[src/rtl/piso_tx_pkg.sv]
// Shared state encoding and serial line levels for the piso_tx transmitter.
package piso_pkg;

    typedef enum logic [2:0] {
        IDLE,
        START,
        DATA,
        PARITY,
        STOP
    } state_t;

    localparam logic START_BIT = 1'b0;
    localparam logic STOP_BIT  = 1'b1;
    localparam logic IDLE_LINE = 1'b1;

endpackage

[src/rtl/piso_tx_if.sv]
// Load/ready handshake plus serial line and status for piso_tx.
// The producer side uses the master modport, the transmitter uses slave.
interface piso_tx_if #(
    parameter int N = 4
);
    logic         i_load;
    logic [N-1:0] i_parallel_in;
    logic         o_ready;
    logic         o_serial_out;
    logic         o_busy;
    logic         o_done;

    modport master (
        output i_load,
        output i_parallel_in,
        input  o_ready,
        input  o_serial_out,
        input  o_busy,
        input  o_done
    );

    modport slave (
        input  i_load,
        input  i_parallel_in,
        output o_ready,
        output o_serial_out,
        output o_busy,
        output o_done
    );
endinterface

[src/rtl/piso_tx_bit_timer.sv]
// Counts clock cycles within one serial bit; bit_tick marks the last cycle of
// the bit and pre_tick the cycle before it (only when bits span >1 cycle).
module piso_bit_timer #(
    parameter int CLKS_PER_BIT = 1
) (
    input  logic i_clk,
    input  logic i_rst,
    input  logic clear,
    input  logic run,
    output logic bit_tick,
    output logic pre_tick
);
    localparam int CW = $clog2(CLKS_PER_BIT + 1);
    localparam logic [CW-1:0] LAST_CNT = CW'(CLKS_PER_BIT - 1);
    localparam logic [CW-1:0] PRE_CNT  = CW'((CLKS_PER_BIT > 1) ? CLKS_PER_BIT - 2 : 0);

    logic [CW-1:0] count;

    always_ff @(posedge i_clk) begin
        if (i_rst || clear) begin
            count <= '0;
        end else if (run) begin
            count <= bit_tick ? '0 : count + CW'(1);
        end
    end

    assign bit_tick = run && (count == LAST_CNT);
    // Lets the owner register a flag that lands exactly on the last cycle.
    assign pre_tick = (CLKS_PER_BIT > 1) && run && (count == PRE_CNT);

endmodule

[src/rtl/piso_tx.sv]
// Parallel-in serial-out transmitter: start bit, N data bits LSB first,
// optional even parity (enabled by PISO_TX_PARITY_EN), one stop bit.
module piso_tx
    import piso_pkg::*;
#(
    parameter int N            = 4,
    parameter int CLKS_PER_BIT = 1
) (
    input logic       i_clk,
    input logic       i_rst,
    piso_tx_if.slave  bus
);
    localparam int IW = $clog2(N + 1);
    localparam logic [IW-1:0] LAST_IDX = IW'(N - 1);
    localparam logic SINGLE_CYCLE_BIT = (CLKS_PER_BIT == 1);

    state_t        state;
    logic [N-1:0]  shift_reg;
    logic [N-1:0]  shift_next;
    logic [IW-1:0] bit_idx;
    logic          ready;
    logic          serial;
    logic          busy;
    logic          done;
    logic          accept;
    logic          bit_tick;
    logic          pre_tick;
`ifdef PISO_TX_PARITY_EN
    logic          parity_bit;
`endif

    assign accept     = (state == IDLE) && bus.i_load;
    assign shift_next = shift_reg >> 1;

    piso_bit_timer #(
        .CLKS_PER_BIT (CLKS_PER_BIT)
    ) u_bit_timer (
        .i_clk    (i_clk),
        .i_rst    (i_rst),
        .clear    (accept),
        .run      (busy),
        .bit_tick (bit_tick),
        .pre_tick (pre_tick)
    );

    // Every output is set one edge ahead so the line changes right at bit boundaries.
    always_ff @(posedge i_clk) begin
        if (i_rst) begin
            state      <= IDLE;
            shift_reg  <= '0;
            bit_idx    <= '0;
            ready      <= 1'b1;
            serial     <= IDLE_LINE;
            busy       <= 1'b0;
            done       <= 1'b0;
`ifdef PISO_TX_PARITY_EN
            parity_bit <= 1'b0;
`endif
        end else begin
            done <= 1'b0;
            case (state)
                IDLE: begin
                    if (accept) begin
                        shift_reg  <= bus.i_parallel_in;
`ifdef PISO_TX_PARITY_EN
                        parity_bit <= ^bus.i_parallel_in;
`endif
                        bit_idx    <= '0;
                        state      <= START;
                        serial     <= START_BIT;
                        ready      <= 1'b0;
                        busy       <= 1'b1;
                    end
                end
                START: begin
                    if (bit_tick) begin
                        state  <= DATA;
                        serial <= shift_reg[0];
                    end
                end
                DATA: begin
                    if (bit_tick) begin
                        shift_reg <= shift_next;
                        if (bit_idx == LAST_IDX) begin
                            bit_idx <= '0;
`ifdef PISO_TX_PARITY_EN
                            state   <= PARITY;
                            serial  <= parity_bit;
`else
                            state   <= STOP;
                            serial  <= STOP_BIT;
                            done    <= SINGLE_CYCLE_BIT;
`endif
                        end else begin
                            bit_idx <= bit_idx + IW'(1);
                            serial  <= shift_next[0];
                        end
                    end
                end
`ifdef PISO_TX_PARITY_EN
                PARITY: begin
                    if (bit_tick) begin
                        state  <= STOP;
                        serial <= STOP_BIT;
                        done   <= SINGLE_CYCLE_BIT;
                    end
                end
`endif
                STOP: begin
                    if (pre_tick) begin
                        done <= 1'b1;
                    end
                    if (bit_tick) begin
                        state  <= IDLE;
                        serial <= IDLE_LINE;
                        ready  <= 1'b1;
                        busy   <= 1'b0;
                    end
                end
                default: begin
                    state  <= IDLE;
                    serial <= IDLE_LINE;
                    ready  <= 1'b1;
                    busy   <= 1'b0;
                end
            endcase
        end
    end

    assign bus.o_ready      = ready;
    assign bus.o_serial_out = serial;
    assign bus.o_busy       = busy;
    assign bus.o_done       = done;

endmodule

[src/flat_wrapper.sv]
// flat-port wrapper written by rule: the top's interface ports become plain ports
module piso_tx_flat import piso_pkg::*;
#(
    parameter int N            = 4,
    parameter int CLKS_PER_BIT = 1
)
  (i_clk, i_rst, bus_i_load, bus_i_parallel_in, bus_o_ready, bus_o_serial_out, bus_o_busy, bus_o_done);
  piso_tx_if #(.N(N)) bus_i ();
  input logic i_clk;
  input logic i_rst;
  input wire logic [$bits(bus_i.i_load)-1:0] bus_i_load;
  input wire logic [$bits(bus_i.i_parallel_in)-1:0] bus_i_parallel_in;
  output wire logic [$bits(bus_i.o_ready)-1:0] bus_o_ready;
  output wire logic [$bits(bus_i.o_serial_out)-1:0] bus_o_serial_out;
  output wire logic [$bits(bus_i.o_busy)-1:0] bus_o_busy;
  output wire logic [$bits(bus_i.o_done)-1:0] bus_o_done;
  assign bus_i.i_load = bus_i_load;
  assign bus_i.i_parallel_in = bus_i_parallel_in;
  assign bus_o_ready = bus_i.o_ready;
  assign bus_o_serial_out = bus_i.o_serial_out;
  assign bus_o_busy = bus_i.o_busy;
  assign bus_o_done = bus_i.o_done;
  piso_tx #(.N(N), .CLKS_PER_BIT(CLKS_PER_BIT)) u_core (.i_clk(i_clk), .i_rst(i_rst), .bus(bus_i));
endmodule
[config.mk]
export PLATFORM = sky130hd
export DESIGN_NAME = piso_tx_flat
export DESIGN_NICKNAME = d
export VERILOG_FILES = /design/src/rtl/piso_tx_pkg.sv /design/src/rtl/piso_tx_if.sv /design/src/rtl/piso_tx_bit_timer.sv /design/src/rtl/piso_tx.sv /design/src/flat_wrapper.sv
export SDC_FILE = /design/constraint.sdc
export NUM_CORES = 1
export LEC_CHECK = 0
export CORE_MARGIN = 2
export CORE_UTILIZATION = 55
export CTS_CLUSTER_DIAMETER = 50
export DETAILED_ROUTE_END_ITERATION = 6
export PLACE_DENSITY = 0.8
export RECOVER_POWER = 100
export SKIP_LAST_GASP = 1
export SLEW_MARGIN = 20
export SYNTH_ARGS = -nofsm -noshare
export SYNTH_HDL_FRONTEND = slang
export SYNTH_SLANG_ARGS = --single-unit
[constraint.sdc]
create_clock -name i_clk -period 4.4 [get_ports i_clk]
set_input_delay 1.32 -clock i_clk [delete_from_list [all_inputs] [get_ports i_clk]]
set_output_delay 1.32 -clock i_clk [all_outputs]
set_load 0.01 [all_outputs]
Word level (Yosys, flattened, before mapping):

Cells that the tools add are included.

* input bits: 7
* word-level logic and storage cells: 59
* bits in registers: 15

* bitwise gates (word level): 4
* reduce and logical (&&, ||, !) cells: 11
* multiplexer cells: 25
* $add $sub $neg: 2
* equal/unequal tests: 9

Operators with widths (number)
* 2-to-1 mux 3 bit: 8
* one-hot mux 3 bit (4 select lines): 1
* 2-to-1 mux 1 bit: 9
* 2-to-1 mux 4 bit: 2
* != test 2 bit, second input constant: 4
* one-hot mux 4 bit (2 select lines): 1
* == test 3 x 2 -> 1 bit, second input constant: 2
* one-hot mux 1 bit (3 select lines): 2
* one-hot mux 3 bit (2 select lines): 1
* AND reduction 3 bit: 2
* AND reduction 5 bit: 1
* inverter 1 bit: 4
* one-hot mux 1 bit (4 select lines): 1
* AND reduction 4 bit: 1
* adder 3 x 1 -> 3 bit, second input constant: 1
* == test 3 x 1 -> 1 bit, second input constant: 1
* == test 3 bit, second input constant: 1
* logical NOT 3 bit: 1
* OR reduction 3 bit: 1
* logical AND 1 bit: 2
* != test 2 x 1 -> 1 bit, second input constant: 1
* nonzero test 2 bit: 1
* OR reduction 2 bit: 1
* adder 1 bit, second input constant: 1
* logical OR 1 bit: 1

Longest topological paths before layout:

Gate-level depths: netlist of run 1.

* word-level depth: 4
* depth in mapped cells: 6
* depth with buffers taken out: 5

By module:

A second synthesis of run 1 with hierarchy kept.

* cell total of the unflattened synthesis: 85
* area total of the unflattened synthesis: 770.7 um^2

By module, submodules not included
* piso_tx: instances 1, cells an instance 80, area each 718.2 um^2
* piso_bit_timer: instances 1, cells an instance 5, area each 52.6 um^2

Worst setup path before layout of run 1:

OpenSTA, ideal clock, no wires.

* kind: in2reg
* start: in bus_i_load
* end: reg u_core.bit_idx[0]
* stages on the path: 5
* library setup time: 0.128 ns
* path buffers: 1
* required time: 4.272 ns
* slack: 2.268 ns
* arrival: 2.005 ns
* cells stage by stage: nand2b_1 -> a211oi_2 -> buf_4 -> mux2i_1 -> nor2_1

* word-level cells in the longest chain between the ends: 3

Ends and longest elaborated chain
* from (decl): RTL line flat_wrapper.sv:11 `input wire logic [$bits(bus_i.i_load)-1:0] bus_i_load;`
* logical AND 1 bit: RTL line piso_tx.sv:32 `assign accept = (state == IDLE) && bus.i_load;`
* != test 2 bit (no source line)
* AND reduction 3 bit (no source line)
* to (signal assigned): RTL line piso_tx.sv:95 `bit_idx <= bit_idx + IW'(1);`
* to (decl): RTL line piso_tx.sv:20 `logic [IW-1:0] bit_idx;`

Every way passes these cells.
A chain may end at the register's enable or synchronous reset.

Worst setup path after layout of run 1:

Same ends and word-level chain as after synthesis.

==> run metrics, run 1 <==
Hold WC Path Type reg2reg; Chip Width around 41 um; Post-synth EDFFs 0; final slew viol count 0; relative slew slack 14.3%; Nets roughly 100; unrepaired setup endpoints after global routing no; fin crit share roughly three quarters; Area contributors post-synth dfxtp_1 39%, mux2i_1 6.5%, nor2_1 5.8%; Slew @ Worst Pin ~1.3 ns; post-synth design cell area 772 um^2; Worst-path clk slew 0.09 ns; Max IR drop VDD about 0.34 mV; largest net degree at the start of global routing 17; Post-synth top cells 15 x dfxtp_1, 12 x nor2_1, 7 x a21oi_1; asr flop ratio synth 0%; Post-Synthesis Cells 86; static leakage roughly 0.36 nW; Initial Util roughly three fifths; Pre-antenna DRT Iters 4; Post-Syn Nets 94; per-cell routed wire length 12.6 um; Synth cell types 34; Worst Path Required approximately 4.6 ns; crit path kind in2reg; WHS Endpoint u_core.bit_idx[2]$_SDFFE_PP0P_; GRT Residual Overflow 0; area grow syn2layout 12.3%; CTS tree built; share of the synthesized area in the top cell type between 30% and 40%; Seq/Total Area, Yosys 38.9%; DR DRC count 0; #FFs+latches synth 15; hold_ws roughly 0.46 ns; Setup Skew 0.00267 ns; Die H just over 40 um; RR Endpoint u_core.bit_idx[0]$_SDFFE_PP0P_; Hold Fails Final Rpt 0; CTS buffer count 3; vias in the first global route roughly 530; CP Cell Sequence dlygate4sd3_1 > nand2b_1 > a211oi_1 > mux2i_1 > nor2_1; first-pass GRT wire length 2200 um; Avg Cell Area, Syn between 8 and 9 um^2; reg2reg start u_core.state[1]$_SDFFE_PP0P_; CP endpoint kind flip-flop; CP Max Fanout 12; final setup vio count 0; post-route ant nets 0; Core ar. approximately 0.0013 mm^2; R2R setup slack ~2.3 ns; clk_lat worst skew 0.27 ns; Die ar. 0.00172 mm^2; GP Congestion around 0.8; H-tree levels 1; Post-CTS Resized 0; root buffer cell clkbuf_4; diodes inserted 0; global-route usage over all layers between 10% and 20%; cell with the most instances after synthesis dfxtp_1; vias a little over 600; DP Wirelength just over 1000 um; Clock Sinks 15; crit path DAT ~3.4 ns; CP max stage cell a211oi_1; Area after DPL roughly 850 um^2; antenna violations before repair 0; Max Clock Freq slightly above 300 MHz; Max Cap Viol 0; Via-to-Cell Ratio ~5.6; Synth area leader dfxtp_1; post-CTS setup buffer count 0; setup TNS 0 ns; FF-to-FF path depth 4; power per cell area roughly 320 mW/mm^2; PortBufs 10; FP Rows 13; Routed Wire Length between 1000 and 1500 um; Post-CTS Hold Buffers 0; IO Pins 11; layout cells sized above 1 6.32%; Iteration-0 DRC Markers 12; ys flop type dfxtp_1; status complete, no violations; fin area 867 um^2; Largest register FFs 4; CP Launch Point bus_i_load; worst hold stages 2; Yosys warning count 0; startpoint types input port; CTS max path bufs 2; largest stage delay on the critical path 1.05 ns; Hold Path Origin u_core.bit_idx[2]$_SDFFE_PP0P_; Min Clock Period, post-route between 3 and 4 ns
## where the power goes
part	switching (mW)	internal, mW	leakage, nW	total [mW]
combinational	0.0260	0.0255	0.224	0.0515
sequential	0.00769	0.145	0.123	0.152
clock	0.0409	0.0351	0.0150	0.0760
total	0.0746	0.205	0.362	0.280
## final cells by class
type | count | area, um^2
flip-flops and latches | 15 | 300
fillers | 115 | 434
multi-input cells | 63 | 410
inverters | 3 | 11.3
repair buffers | 10 | 100
clock buffers | 4 | 26.3
well taps | 15 | 18.8
## per-layer routing
layer  wire length (um)  vias up  share of wire [%]  global-route usage (%)
met3                 38        2                2.7                    5.22
met2                682       12                 49                    27.8
met1                644      282                 46                    19.5
met5                  0        -                  0                       0
met4                 21        0                1.5                    7.74
li1                   -      324                  -                       -
## worst max path at each step
stage	endpoint	slack, ns	cells past startpoint
floorplan	u_core.bit_idx[0]$_SDFFE_PP0P_	2.27	5
global placement	u_core.bit_idx[0]$_SDFFE_PP0P_	1.42	5
detailed placement	u_core.bit_idx[0]$_SDFFE_PP0P_	1.34	5
CTS	u_core.bit_idx[0]$_SDFFE_PP0P_	1.64	5
global route	u_core.shift_reg[3]$_SDFFE_PP0P_	0.90	5
finish	u_core.bit_idx[0]$_SDFFE_PP0P_	1.15	5
## critical path, delay by kind of cell
| family | cells | cell delay (ns) |
|---|---|---|
| AOI/OAI and AO/OA | 1 | 1.05 |
| and+or+nand+nor | 2 | 0.13 |
| buffers and inverters | 1 | 0.60 |
| muxes | 1 | 0.29 |
## cell families after synthesis
| kind of cell | after synthesis | share of synthesized area, % |
|---|---|---|
| compound gates | 19 | 18.2 |
| buf+inv | 8 | 6.48 |
| simple gates | 37 | 26.4 |
| fa+ha+maj | 1 | 1.62 |
| mux | 6 | 8.43 |
| flops | 15 | 38.9 |
## through the flow
step                      power (mW)  worst slack, ns  cells  utilization (%)
after detailed placement       0.211             1.34    106             65.5
after global routing           0.294            0.904    110             66.6
after floorplan                0.192             2.27     86                -
final                          0.280             1.15    110             66.6
after CTS                      0.286             1.64    110             67.5
after global placement         0.208             1.42    106             65.5
## cell usage in the layout, fill, tap and decap left out, types with 2 or more instances in the layout
cell             instances
dfxtp_1                 15
nor2_1                  12
a21oi_1                  7
nand2b_1                 6
dlygate4sd3_1            6
a211oi_1                 5
mux2i_1                  5
clkdlybuf4s50_1          4
nor3_1                   3
inv_1                    3
clkbuf_4                 3
nor2b_1                  2
nand3_1                  2
nand2_1                  2
or2b_1                   2
a221oi_1                 2
Note: power is estimated with default switching activity, not from simulation.
==> run 2, diff against run 1 <==
CORE_UTILIZATION = 51   (was 55)
PLACE_DENSITY = 0.75   (was 0.8)
clock period = 3.04 ns   (was 4.4 ns; I/O delays follow)
==> run 2 against run 1 <==
Against the previous run:
- sequential cell count unchanged
- hold slack barely moved
- global-route usage fell by 0.15 points
- non-clock buffer count grew 1
- cell count up 1.8%
- total power is 47% higher
- critical path type unchanged
- critical endpoint unchanged
- largest power group unchanged
- highest routed layer unchanged
==> run metrics, run 2 (synthesis results as in run 1) <==
startpoint types input port; internal power 0.295 mW (+44%); FP Rows 14 (+1); CTS max path bufs 2 (unchanged); Die H 42.9 um (+3.5%); Worst Path Required 3.21 ns (-1.34 ns); unrepaired setup endpoints after global routing no; crit path DAT 2.53 ns (-0.87 ns); Via-to-Cell Ratio 5.58 (-0.99%); layout cells sized above 1 6.25% (-0.066 points); crit path kind in2reg; post-route ant nets 0 (unchanged); fin area 868 um^2 (+0.14%); Sequential Power Share 53.6% (-0.8 points); IO Pins 11 (unchanged); relative slew slack 60.7% (+46 points); Switching Power 0.117 mW (+56%); Die ar. 0.00184 mm^2 (+7.1%); CP endpoint kind flip-flop; Hold Fails Final Rpt 0 (unchanged); vias 625 (+0.81%); Max Clock Freq about 420 MHz; Slew @ Worst Pin 0.588 ns (-0.689 ns); first-pass GRT wire length 2240 um (+1.9%); post-CTS setup buffer count 0 (unchanged); power per cell area 475 mW/mm^2 (+47%); status complete, no violations; PortBufs 10 (unchanged); footprint of the multi-input gates 405 um^2 (-1.2%); fillcell total 136 (+18%); antenna violations before repair 0 (unchanged); fin crit share ~78%; area grow syn2layout 12.5%; H-tree levels 1 (unchanged); setup TNS 0 ns (unchanged); Initial Util 53.1% (-6.2 points); switching part of the total 28.3% (+1.6 points); Max IR drop VDD 0.284 mV (-17%); Min Clock Period, post-route 2.36 ns; Setup Skew 0.00160 ns (-0.00107 ns); Nets 105 (+0.96%); Hold WC Path Type reg2reg; DP Worst Slack 0.690 ns (-0.654 ns); Post-CTS Hold Buffers 0 (unchanged); GP Congestion 0.811 (+1.7%); CTS tree built; non-filler cells in the finished layout 112 (+1.8%); largest net degree at the start of global routing 17 (unchanged); Clock Sinks 15 (unchanged); final setup margin 0.681 ns (-0.467 ns); Max Cap Viol 0 (unchanged); diodes inserted 0 (unchanged); Worst-path clk slew 0.09 ns (about the same); Routed Wire Length 1400 um (+0.79%); Area after DPL 861 um^2 (+1.0%); CTS buffer count 3 (unchanged); global-route usage over all layers 16.6% (-0.15 points); root buffer cell clkbuf_4; Largest register FFs 4 (unchanged); final setup vio count 0 (unchanged); per-cell routed wire length 12.5 um (-1.0%); clk_lat worst skew 0.29 ns (+0.02 ns); Core ar. 0.00145 mm^2 (+12%); Pre-antenna DRT Iters 3 (-1); final slew viol count 0 (unchanged); Post-CTS Resized 0 (unchanged); static leakage 0.366 nW (+1.1%); most frequent cells in the layout 15 x dfxtp_1, 12 x nor2_1, 7 x a21oi_1; most common cell after layout, fill and taps aside dfxtp_1; DR DRC count 0 (unchanged); vias in the first global route 517 (-1.9%); Iteration-0 DRC Markers 12 (unchanged); DP Wirelength 977 um (-4.5%); Placed Cells 108 (+1.9%); register area 300 um^2 (unchanged); CP Max Fanout 12 (unchanged); combinational power share 17.7% (-0.7 points); clock share of power 28.7% (+1.5 points); Chip Width 42.9 um (+3.5%); GRT Residual Overflow 0 (unchanged)
## run 2: cell count changes in the layout (fill, tap and decap cells not counted)
cell / previous run / this run
clkinv_2: 0 / 1
nor3b_1: 0 / 1
nor3b_2: 1 / 0
## run 2: critical path, stage by stage
cell and delay (ns):
dlygate4sd3_1 0.60, nand2b_1 0.09, a211oi_1 0.23, clkbuf_1 0.40, mux2i_1 0.24, nor2_1 0.05
## run 2: power by group through the flow
stage	sequential, mW	clock [mW]	combinational (mW)
6_report	0.221	0.118	0.0730
5_1_grt	0.223	0.126	0.0815
4_1_cts	0.221	0.123	0.0804
3_5_place_dp	0.225	0	0.0801
3_3_place_gp	0.226	0	0.0795
2_1_floorplan	0.225	0	0.0539
## run 2: worst paths after layout
check | startpoint | endpoint | slack [ns] | cells past startpoint
worst max-delay path | bus_i_load | u_core.bit_idx[0]$_SDFFE_PP0P_ | 0.68 | 6
worst min-delay path | u_core.bit_idx[2]$_SDFFE_PP0P_ | u_core.bit_idx[2]$_SDFFE_PP0P_ | 0.46 | 2
worst max register to register | u_core.state[2]$_SDFFE_PP0P_ | u_core.state[2]$_SDFFE_PP0P_ | 1.34 | 4
worst min register to register | u_core.bit_idx[2]$_SDFFE_PP0P_ | u_core.bit_idx[2]$_SDFFE_PP0P_ | 0.46 | 2
## run 2: metal layers
metal	up-vias	track usage, %	wire length, um
met5	-	0	0
met4	0	13.1	30
met3	4	2.98	45
met2	10	25.2	640
met1	284	20.4	682
li1	327	-	-
## run 2: per-stage QoR
step	util [%]	hold WS [ns]	power, mW
after floorplan	-	0.423	0.279
after CTS	61.1	0.460	0.425
after detailed placement	59.2	0.444	0.306
after global routing	59.7	0.495	0.431
final	59.7	0.459	0.412
after global placement	59.2	0.447	0.305
## run 2: area by class of cell
type                       count  area share [%]
clock inverter                 1           0.576
sequential                    15            34.6
tap                           16            2.31
multi-input combinational     63            46.7
clock buffer                   3            2.59
inverter                       3            1.30
timing repair buffer          11            12.0
